[src/rtl/mem_port_arbiter.sv]
// mem_port_arbiter: round-robin arbiter sharing one memory port between
// instruction fetch and data access. It latches the winner's request, runs a
// variable-latency transaction guarded by a watchdog, then returns read data
// together with a one-cycle acknowledge. Every output is a register.
module mem_port_arbiter #(
    parameter int WIDTH   = 32,
    parameter int TIMEOUT = 16
) (
    input  logic             clk,
    input  logic             reset,
    input  logic             req_i,
    input  logic [WIDTH-1:0] addr_i,
    input  logic             req_d,
    input  logic [WIDTH-1:0] addr_d,
    input  logic             we_d,
    input  logic [WIDTH-1:0] wdata_d,
    output logic             mem_en,
    output logic             mem_we,
    output logic [WIDTH-1:0] mem_addr,
    output logic [WIDTH-1:0] mem_wdata,
    input  logic             mem_ready,
    input  logic [WIDTH-1:0] mem_rdata,
    output logic             grant_d,
    output logic             ack_i,
    output logic             ack_d,
    output logic [WIDTH-1:0] rdata,
    output logic             err
);

    typedef enum logic [1:0] {
        IDLE = 2'd0,
        BUSY = 2'd1,
        DONE = 2'd2
    } state_t;

    // Watchdog counter is 8 bits wide, enough for the largest legal TIMEOUT.
    localparam logic [7:0] CNT_LAST = 8'(TIMEOUT - 1);

    state_t           state_q, state_nxt;
    logic             last_grant_q, last_grant_nxt;
    logic [7:0]       cnt_q, cnt_nxt;

    logic             mem_en_nxt;
    logic             mem_we_nxt;
    logic [WIDTH-1:0] mem_addr_nxt;
    logic [WIDTH-1:0] mem_wdata_nxt;
    logic             grant_d_nxt;
    logic             ack_i_nxt;
    logic             ack_d_nxt;
    logic [WIDTH-1:0] rdata_nxt;
    logic             err_nxt;
    logic             winner;

    // Round-robin choice: a tie goes to whoever was not served last (1 = data).
    function automatic logic pick_winner(input logic ri, input logic rd,
                                         input logic last);
        logic w;
        if (ri && rd) begin
            w = ~last;
        end else begin
            w = rd;
        end
        return w;
    endfunction

    // State, watchdog and all registered outputs.
    always_ff @(posedge clk) begin
        if (reset) begin
            state_q      <= IDLE;
            last_grant_q <= 1'b1;
            cnt_q        <= '0;
            mem_en       <= 1'b0;
            mem_we       <= 1'b0;
            mem_addr     <= '0;
            mem_wdata    <= '0;
            grant_d      <= 1'b0;
            ack_i        <= 1'b0;
            ack_d        <= 1'b0;
            rdata        <= '0;
            err          <= 1'b0;
        end else begin
            state_q      <= state_nxt;
            last_grant_q <= last_grant_nxt;
            cnt_q        <= cnt_nxt;
            mem_en       <= mem_en_nxt;
            mem_we       <= mem_we_nxt;
            mem_addr     <= mem_addr_nxt;
            mem_wdata    <= mem_wdata_nxt;
            grant_d      <= grant_d_nxt;
            ack_i        <= ack_i_nxt;
            ack_d        <= ack_d_nxt;
            rdata        <= rdata_nxt;
            err          <= err_nxt;
        end
    end

    // Next-state and next-output logic; everything holds unless changed below.
    always_comb begin
        state_nxt      = state_q;
        last_grant_nxt = last_grant_q;
        cnt_nxt        = cnt_q;
        mem_en_nxt     = mem_en;
        mem_we_nxt     = mem_we;
        mem_addr_nxt   = mem_addr;
        mem_wdata_nxt  = mem_wdata;
        grant_d_nxt    = grant_d;
        ack_i_nxt      = 1'b0;
        ack_d_nxt      = 1'b0;
        rdata_nxt      = rdata;
        err_nxt        = err;
        winner         = pick_winner(req_i, req_d, last_grant_q);

        case (state_q)
            IDLE: begin
                if (req_i || req_d) begin
                    grant_d_nxt   = winner;
                    mem_addr_nxt  = winner ? addr_d : addr_i;
                    mem_wdata_nxt = winner ? wdata_d : '0;
                    mem_we_nxt    = winner & we_d;
                    mem_en_nxt    = 1'b1;
                    cnt_nxt       = '0;
                    state_nxt     = BUSY;
                end
            end

            BUSY: begin
                // mem_ready takes priority over a coincident watchdog expiry.
                if (mem_ready) begin
                    if (!mem_we) begin
                        rdata_nxt = mem_rdata;
                    end
                    err_nxt    = 1'b0;
                    ack_i_nxt  = ~grant_d;
                    ack_d_nxt  = grant_d;
                    mem_en_nxt = 1'b0;
                    mem_we_nxt = 1'b0;
                    state_nxt  = DONE;
                end else if (cnt_q == CNT_LAST) begin
                    err_nxt    = 1'b1;
                    rdata_nxt  = '0;
                    ack_i_nxt  = ~grant_d;
                    ack_d_nxt  = grant_d;
                    mem_en_nxt = 1'b0;
                    mem_we_nxt = 1'b0;
                    state_nxt  = DONE;
                end else begin
                    cnt_nxt = cnt_q + 8'd1;
                end
            end

            DONE: begin
                // The ack is visible this cycle; remember the owner for the next tie.
                last_grant_nxt = grant_d;
                state_nxt      = IDLE;
            end

            default: begin
                state_nxt = IDLE;
            end
        endcase
    end

endmodule

[config.mk]
export PLATFORM = sky130hd
export DESIGN_NAME = mem_port_arbiter
export DESIGN_NICKNAME = d
export VERILOG_FILES = /design/src/rtl/mem_port_arbiter.sv
export SDC_FILE = /design/constraint.sdc
export NUM_CORES = 1
export LEC_CHECK = 0
export CORE_ASPECT_RATIO = 1.4
export CORE_MARGIN = 2
export CORE_UTILIZATION = 40
export DETAILED_ROUTE_END_ITERATION = 6
export GPL_ROUTABILITY_DRIVEN = 1
export GPL_TIMING_DRIVEN = 0
export PLACE_DENSITY = 0.77
export SYNTH_ARGS = -nofsm -noshare
export SYNTH_HDL_FRONTEND = slang
export SYNTH_SLANG_ARGS = --single-unit
[constraint.sdc]
create_clock -name clk -period 1.96 [get_ports clk]
set_input_delay 0.294 -clock clk [delete_from_list [all_inputs] [get_ports clk]]
set_output_delay 0.294 -clock clk [all_outputs]
set_load 0.02 [all_outputs]
==> results.json, run 1 <==
{
  "status": "completed",
  "rsz0062_at_grt": "false",
  "fin_total_pwr_w": 0.00716,
  "place_inst": 867,
  "grt_pass1_vias": 4867,
  "nNetsFinal": 873,
  "use_met2_pct": 41.5,
  "grt_overflow": 0,
  "finalMaxSlewViolations": 0,
  "synth.area.top_cells": "dfxtp_1 48%, a22oi_1 10%, mux2i_1 7.0%, nand3_2 6.3%, nor2_1 5.6%",
  "use_met3_pct": 7.92,
  "place_area_sq_um": 7290,
  "antenna_found_initial": 0,
  "cts_root_buffer": "clkbuf_16",
  "cts_tree": "yes",
  "intPower_w": 0.00523,
  "power_frac_comb_pct": 19.7,
  "io_buffer_count": 235,
  "criticalPathCategory": "reg -> reg",
  "clock_power_share_pct": 44.2,
  "synth_nets": 620,
  "syn_area_sq_um": 4750,
  "utilization_pct": 67.6,
  "r2r_slack_ns": 0.06,
  "antenna_cells": 0,
  "syn_inst": 485,
  "h-tree-depth": 4,
  "p_leak_nw": 2.78,
  "busiest_layer": "met2",
  "seq_power_share_pct": 36.0,
  "hp-class": "reg -> reg",
  "multi_input_area_sq_um": 2260,
  "ant_nets": 0,
  "p_switching_w": 0.00193,
  "fill_cells": 934,
  "start_util_pct": 40.6,
  "clk_pin_slew_worst_paths_ns": 0.06,
  "io_pins": 236,
  "synth_warnings": 0,
  "cts_buffers": 17,
  "synth_top_area_cell": "dfxtp_1",
  "die_w_um": 96.1,
  "fp.dieArea_sq_um": 12800,
  "pre_cts_ws_ns": -0.415,
  "yosys.area.top_type_share_pct": 47.6,
  "grt_use_total_pct": 23.1,
  "reg2reg_to": "rdata[25]$_SDFFE_PP0P_",
  "dp_hpwl_um": 11400,
  "required_ns": 2.23,
  "synthArstFlopShare_pct": 0,
  "vias_per_cell": 5.33,
  "grt_max_degree": 17,
  "crit_path_end_kind": "flip-flop",
  "hold_depth": 2,
  "clockBufferDepth": 2,
  "wl_um": 15000,
  "grt_pass1_wl_um": 23300,
  "worst-path-max-fanout": 10,
  "regArea_sq_um": 2260,
  "tightest_slew_ns": 0.707,
  "ys_seq_elements": 113,
  "final.period_utilization_pct": 96.7,
  "syn_area_per_cell_sq_um": 9.80,
  "hold_viol": 0,
  "layout.cells.non_filler": 898,
  "rr_startpoint": "cnt_q[4]$_SDFFE_PP0P_",
  "placementRows": 47,
  "final.min_clock_period_ns": 1.90,
  "wire_per_inst_um": 16.8,
  "ir_drop_mv": 0.632,
  "post_cts_buffers": 0,
  "reg2regPathDepth": 6,
  "skew_ns": 0.00631,
  "startpoint": "cnt_q[4]$_SDFFE_PP0P_",
  "final_area_sq_um": 7910,
  "drtIter0Drc": 211,
  "switching_share_pct": 27.0,
  "slew_headroom_pct": 52.9,
  "die_h_um": 133,
  "synth.most_common_cell": "dfxtp_1",
  "cp_data_arrival_time_ns": 2.16,
  "synth_edf_count": 0,
  "routabilityCongestion": 0.795,
  "p_per_area_nw_per_um2": 905,
  "fp.coreArea_sq_um": 11700,
  "clock_latency_ns": 0.40,
  "synthFlopType": "dfxtp_1",
  "synth_cell_type_count": 39,
  "drt_pre_antenna_iters": 4,
  "setup_ws_ns": 0.0643,
  "cts.sinks": 113,
  "drive_gt1_share_pct": 15.4,
  "met1_usage_pct": 24.4,
  "cap_violations": 0,
  "hold_path_end": "err$_SDFFE_PP0P_",
  "max_clock_freq_mhz": 528,
  "synth_commonest_cells": "113 x dfxtp_1, 71 x nor2_1, 64 x a22oi_1, 33 x a211oi_1, 33 x mux2i_1",
  "via_count": 4783,
  "ys_seq_area_share_pct": 47.6,
  "drc": 0,
  "syn2layout_area_growth_pct": 66.6,
  "start_kind": "flip-flop",
  "hold_start": "err$_SDFFE_PP0P_",
  "setup_violations": 0
}
through the flow:
step	hold WS [ns]	setup TNS, ns
2_1_floorplan	0.405	0
3_3_place_gp	0.459	-25.90
3_5_place_dp	0.465	-28.79
4_1_cts	0.477	0
5_1_grt	0.493	0
6_report	0.474	0
layout make-up:
cell class                      instances  share of cell area, %
Clock buffer                           18                   5.55
Multi-Input combinational cell        321                   28.6
Buffer                                 46                   2.74
Inverter                                4                  0.190
Clock inverter                         14                   2.29
Timing Repair Buffer                  235                   29.7
Tap cell                              147                   2.32
Sequential cell                       113                   28.6
how the worst max path moves through the flow:
| stage | endpoint | slack, ns | cells after the start |
|---|---|---|---|
| floorplan | rdata[10]$_SDFFE_PP0P_ | 0.20 | 6 |
| global placement | mem_wdata[15]$_SDFFE_PP0P_ | -0.38 | 8 |
| detailed placement | mem_wdata[21]$_SDFFE_PP0P_ | -0.41 | 8 |
| CTS | mem_wdata[21]$_SDFFE_PP0P_ | 0.004 | 8 |
| global route | rdata[25]$_SDFFE_PP0P_ | 0.003 | 7 |
| finish | rdata[25]$_SDFFE_PP0P_ | 0.06 | 6 |
logic make-up (layout without fill, tap and decap cells):
kind of cell,after synthesis,count (layout),synth area share (%)
and+or+nand+nor,134,134,16.1
adders and majority gates,1,1,0.263
DFF,113,113,47.6
buffers and inverters,51,317,4.79
muxes,33,33,6.95
AOI/OAI and AO/OA,153,153,24.3
cell usage in the layout, fill, tap and decap left out, types with 2 or more instances in the layout:
| master | synthesis | layout |
|---|---|---|
| nand3_1 | 11 | 11 |
| buf_1 | 2 | 2 |
| clkinvlp_4 | 0 | 4 |
| mux2i_1 | 33 | 33 |
| o21ai_1 | 2 | 2 |
| nor2_1 | 71 | 71 |
| dfxtp_1 | 113 | 112 |
| a211oi_1 | 33 | 33 |
| and3_1 | 2 | 2 |
| clkbuf_16 | 0 | 17 |
| o211ai_1 | 3 | 3 |
| nand3_2 | 30 | 30 |
| a22oi_1 | 64 | 64 |
| buf_2 | 11 | 11 |
| o21a_1 | 2 | 2 |
| or3_1 | 3 | 3 |
| nand2_1 | 4 | 4 |
| clkbuf_1 | 31 | 24 |
| bufinv_16 | 0 | 3 |
| inv_6 | 0 | 2 |
| clkdlybuf4s50_1 | 0 | 235 |
| clkbuf_2 | 0 | 6 |
| a21oi_1 | 8 | 8 |
| a31oi_1 | 3 | 3 |
| buf_6 | 3 | 3 |
| a21oi_2 | 30 | 30 |
| clkinv_4 | 0 | 5 |
| inv_1 | 4 | 4 |
| nand2b_1 | 3 | 3 |
| o21ai_0 | 3 | 3 |
critical path: stages (launching register included):
cell     delay (ns)
dfxtp_2        0.34
or4_4          0.58
or3_1          0.36
buf_2          0.17
buf_6          0.16
nand3_2        0.09
a21oi_2        0.05
timing repair:
action                                  CTS  global route
hold buffers                              0             0
resized for setup                         0            13
endpoints found under the setup margin    0            68
flip-flops by register name (all words and copies together) (netlist names), 2 cells and up:
signal     count
mem_addr      32
mem_wdata     32
cnt_q          8
rdata         32
state_q        2
routing by layer:
| metal | share of wire, % | vias to the layer above |
|---|---|---|
| met3 | 10 | 25 |
| met2 | 50 | 218 |
| met5 | 0 | - |
| met1 | 37 | 2248 |
| li1 | - | 2292 |
| met4 | 1.9 | 0 |
power groups by stage:
stage          logic (W)  clock network (W)  registers, W
2_1_floorplan   0.000490                  0       0.00281
3_3_place_gp     0.00139                  0       0.00262
3_5_place_dp     0.00141                  0       0.00262
4_1_cts          0.00142            0.00321       0.00258
5_1_grt          0.00152            0.00331       0.00260
6_report         0.00141            0.00317       0.00258
(Power assumes the default switching activity.)
==> run 2, diff against run 1 <==
- CORE_MARGIN: 2 -> 1.5
==> results.json, run 2 (synthesis results as in run 1) <==
{
  "status": "completed",
  "start_kind": "input port",
  "io_buffer_count": 235,
  "p_per_area_nw_per_um2": 933,
  "reg_top3": "mem_addr x32, mem_wdata x32, rdata x32",
  "worst-path-max-fanout": 10,
  "die_h_um": 132,
  "start_util_pct": 41.5,
  "clockBufferDepth": 2,
  "antenna_cells": 0,
  "max_clock_freq_mhz": 528,
  "hold_path_end": "rdata[18]$_SDFFE_PP0P_",
  "utilization_pct": 69.4,
  "ir_drop_mv": 0.637,
  "drt_pre_antenna_iters": 5,
  "grt_max_degree": 17,
  "drc": 0,
  "wl_um": 14800,
  "regArea_sq_um": 2260,
  "drive_gt1_share_pct": 15.0,
  "h-tree-depth": 4,
  "rsz0062_at_grt": "false",
  "fp.coreArea_sq_um": 11500,
  "grt_use_total_pct": 22.9,
  "placementRows": 46,
  "grt_overflow": 0,
  "hold_depth": 2,
  "rr_startpoint": "cnt_q[7]$_SDFFE_PP0P_",
  "skew_ns": 0.00698,
  "via_count": 4688,
  "die_w_um": 95.1,
  "slew_headroom_pct": 51.7,
  "nNetsFinal": 873,
  "final_area_sq_um": 7950,
  "place_area_sq_um": 7280,
  "reg2reg_to": "rdata[24]$_SDFFE_PP0P_",
  "grt_pass1_vias": 4701,
  "hold_start": "rdata[18]$_SDFFE_PP0P_",
  "syn2layout_area_growth_pct": 67.3,
  "clk_pin_slew_worst_paths_ns": 0.06,
  "drtIter0Drc": 257,
  "cts.sinks": 113,
  "routabilityCongestion": 0.869,
  "dp_hpwl_um": 11200,
  "most-common-layout-cells": "235 x clkdlybuf4s50_1, 112 x dfxtp_1, 71 x nor2_1, 64 x a22oi_1",
  "wire_per_inst_um": 16.5,
  "io_pins": 236,
  "antenna_found_initial": 0,
  "fill_cells": 861,
  "cap_violations": 0,
  "fp.dieArea_sq_um": 12500,
  "r2r_slack_ns": 0.09,
  "setup_violations": 0,
  "final_common_cell": "clkdlybuf4s50_1",
  "hp-class": "reg -> reg",
  "multi_input_area_sq_um": 2260,
  "cts_root_buffer": "clkbuf_16",
  "cp_data_arrival_time_ns": 2.23,
  "tightest_slew_ns": 0.725,
  "ant_nets": 0,
  "vias_per_cell": 5.24,
  "final.period_utilization_pct": 96.6,
  "clock_latency_ns": 0.40,
  "post_cts_buffers": 0,
  "p_leak_nw": 2.80,
  "reg2regPathDepth": 6,
  "criticalPathCategory": "in -> reg",
  "crit_path_end_kind": "flip-flop",
  "required_ns": 2.29,
  "hold_viol": 0,
  "grt_pass1_wl_um": 22600,
  "final.min_clock_period_ns": 1.89,
  "cts_buffers": 17,
  "finalMaxSlewViolations": 0,
  "cts_tree": "yes"
}
==> run 2: cell types whose count changed in the layout (fill, tap and decap cells not counted) <==
cell / delta
bufinv_16: +2
inv_6: +3
clkinv_4: -3
clkinvlp_4: -2
clkbuf_2: -3
clkbuf_1: +3
==> run 2: where the power goes <==
part           total [W]  switching (W)  internal, W
clock network    0.00343        0.00112      0.00231
logic            0.00141       0.000696     0.000713
registers        0.00258       0.000112      0.00247
total            0.00742        0.00193      0.00549
==> run 2: how the worst max path moves through the flow <==
stage               cells past startpoint                         end                  start  slack (ns)
detailed placement                      8  mem_wdata[14]$_SDFFE_PP0P_                  req_d       -0.43
global route                            6       rdata[5]$_SDFFE_PP0P_  cnt_q[7]$_SDFFE_PP0P_       0.002
finish                                  7      rdata[24]$_SDFFE_PP0P_              mem_ready        0.07
floorplan                               6      rdata[10]$_SDFFE_PP0P_  cnt_q[4]$_SDFFE_PP0P_        0.20
CTS                                     7       rdata[8]$_SDFFE_PP0P_              mem_ready        0.06
global placement                        8   mem_wdata[6]$_SDFFE_PP0P_                  req_d       -0.37
==> run 2: worst max-delay path: stages <==
cell	delay [ns]
clkdlybuf4s50_1	0.62
nand2b_1	0.09
buf_1	0.18
nor2_1	0.33
clkbuf_1	0.37
a22oi_1	0.17
a21oi_2	0.16
==> run 2: cell type report <==
class | count | area share [%]
Buffer | 46 | 2.68
Multi-Input combinational cell | 321 | 28.4
Inverter | 4 | 0.189
Clock inverter | 14 | 2.85
Tap cell | 144 | 2.27
Clock buffer | 18 | 5.52
Sequential cell | 113 | 28.5
Timing Repair Buffer | 235 | 29.6
==> run 2: per-layer routing <==
layer  part of all wire (%)  GRT usage [%]  up-vias  routed length (um)
met3                    9.7           7.96       21                1430
met4                    2.3           8.62        0                 341
met2                     51           41.1      198                7550
met1                     37           23.8     2174                5440
li1                       -              -     2295                   -
met5                      0              0        -                   0
==> run 2: what timing repair did <==
item                                   CTS  global route
resized for setup                        1             5
endpoints found under the hold margin    0             0
setup endpoints to repair               23            45
hold buffers                             0             0
==> run 2: metrics by stage <==
stage	total power (W)	setup TNS (ns)	hold WS (ns)	cells	setup slack (ns)
final	0.00742	0	0.476	895	0.0665
after global routing	0.00772	0	0.494	895	0.00216
after CTS	0.00747	0	0.475	896	0.0585
after detailed placement	0.00403	-30.38	0.465	864	-0.427
after global placement	0.00400	-25.14	0.457	864	-0.365
after floorplan	0.00330	0	0.405	485	0.202
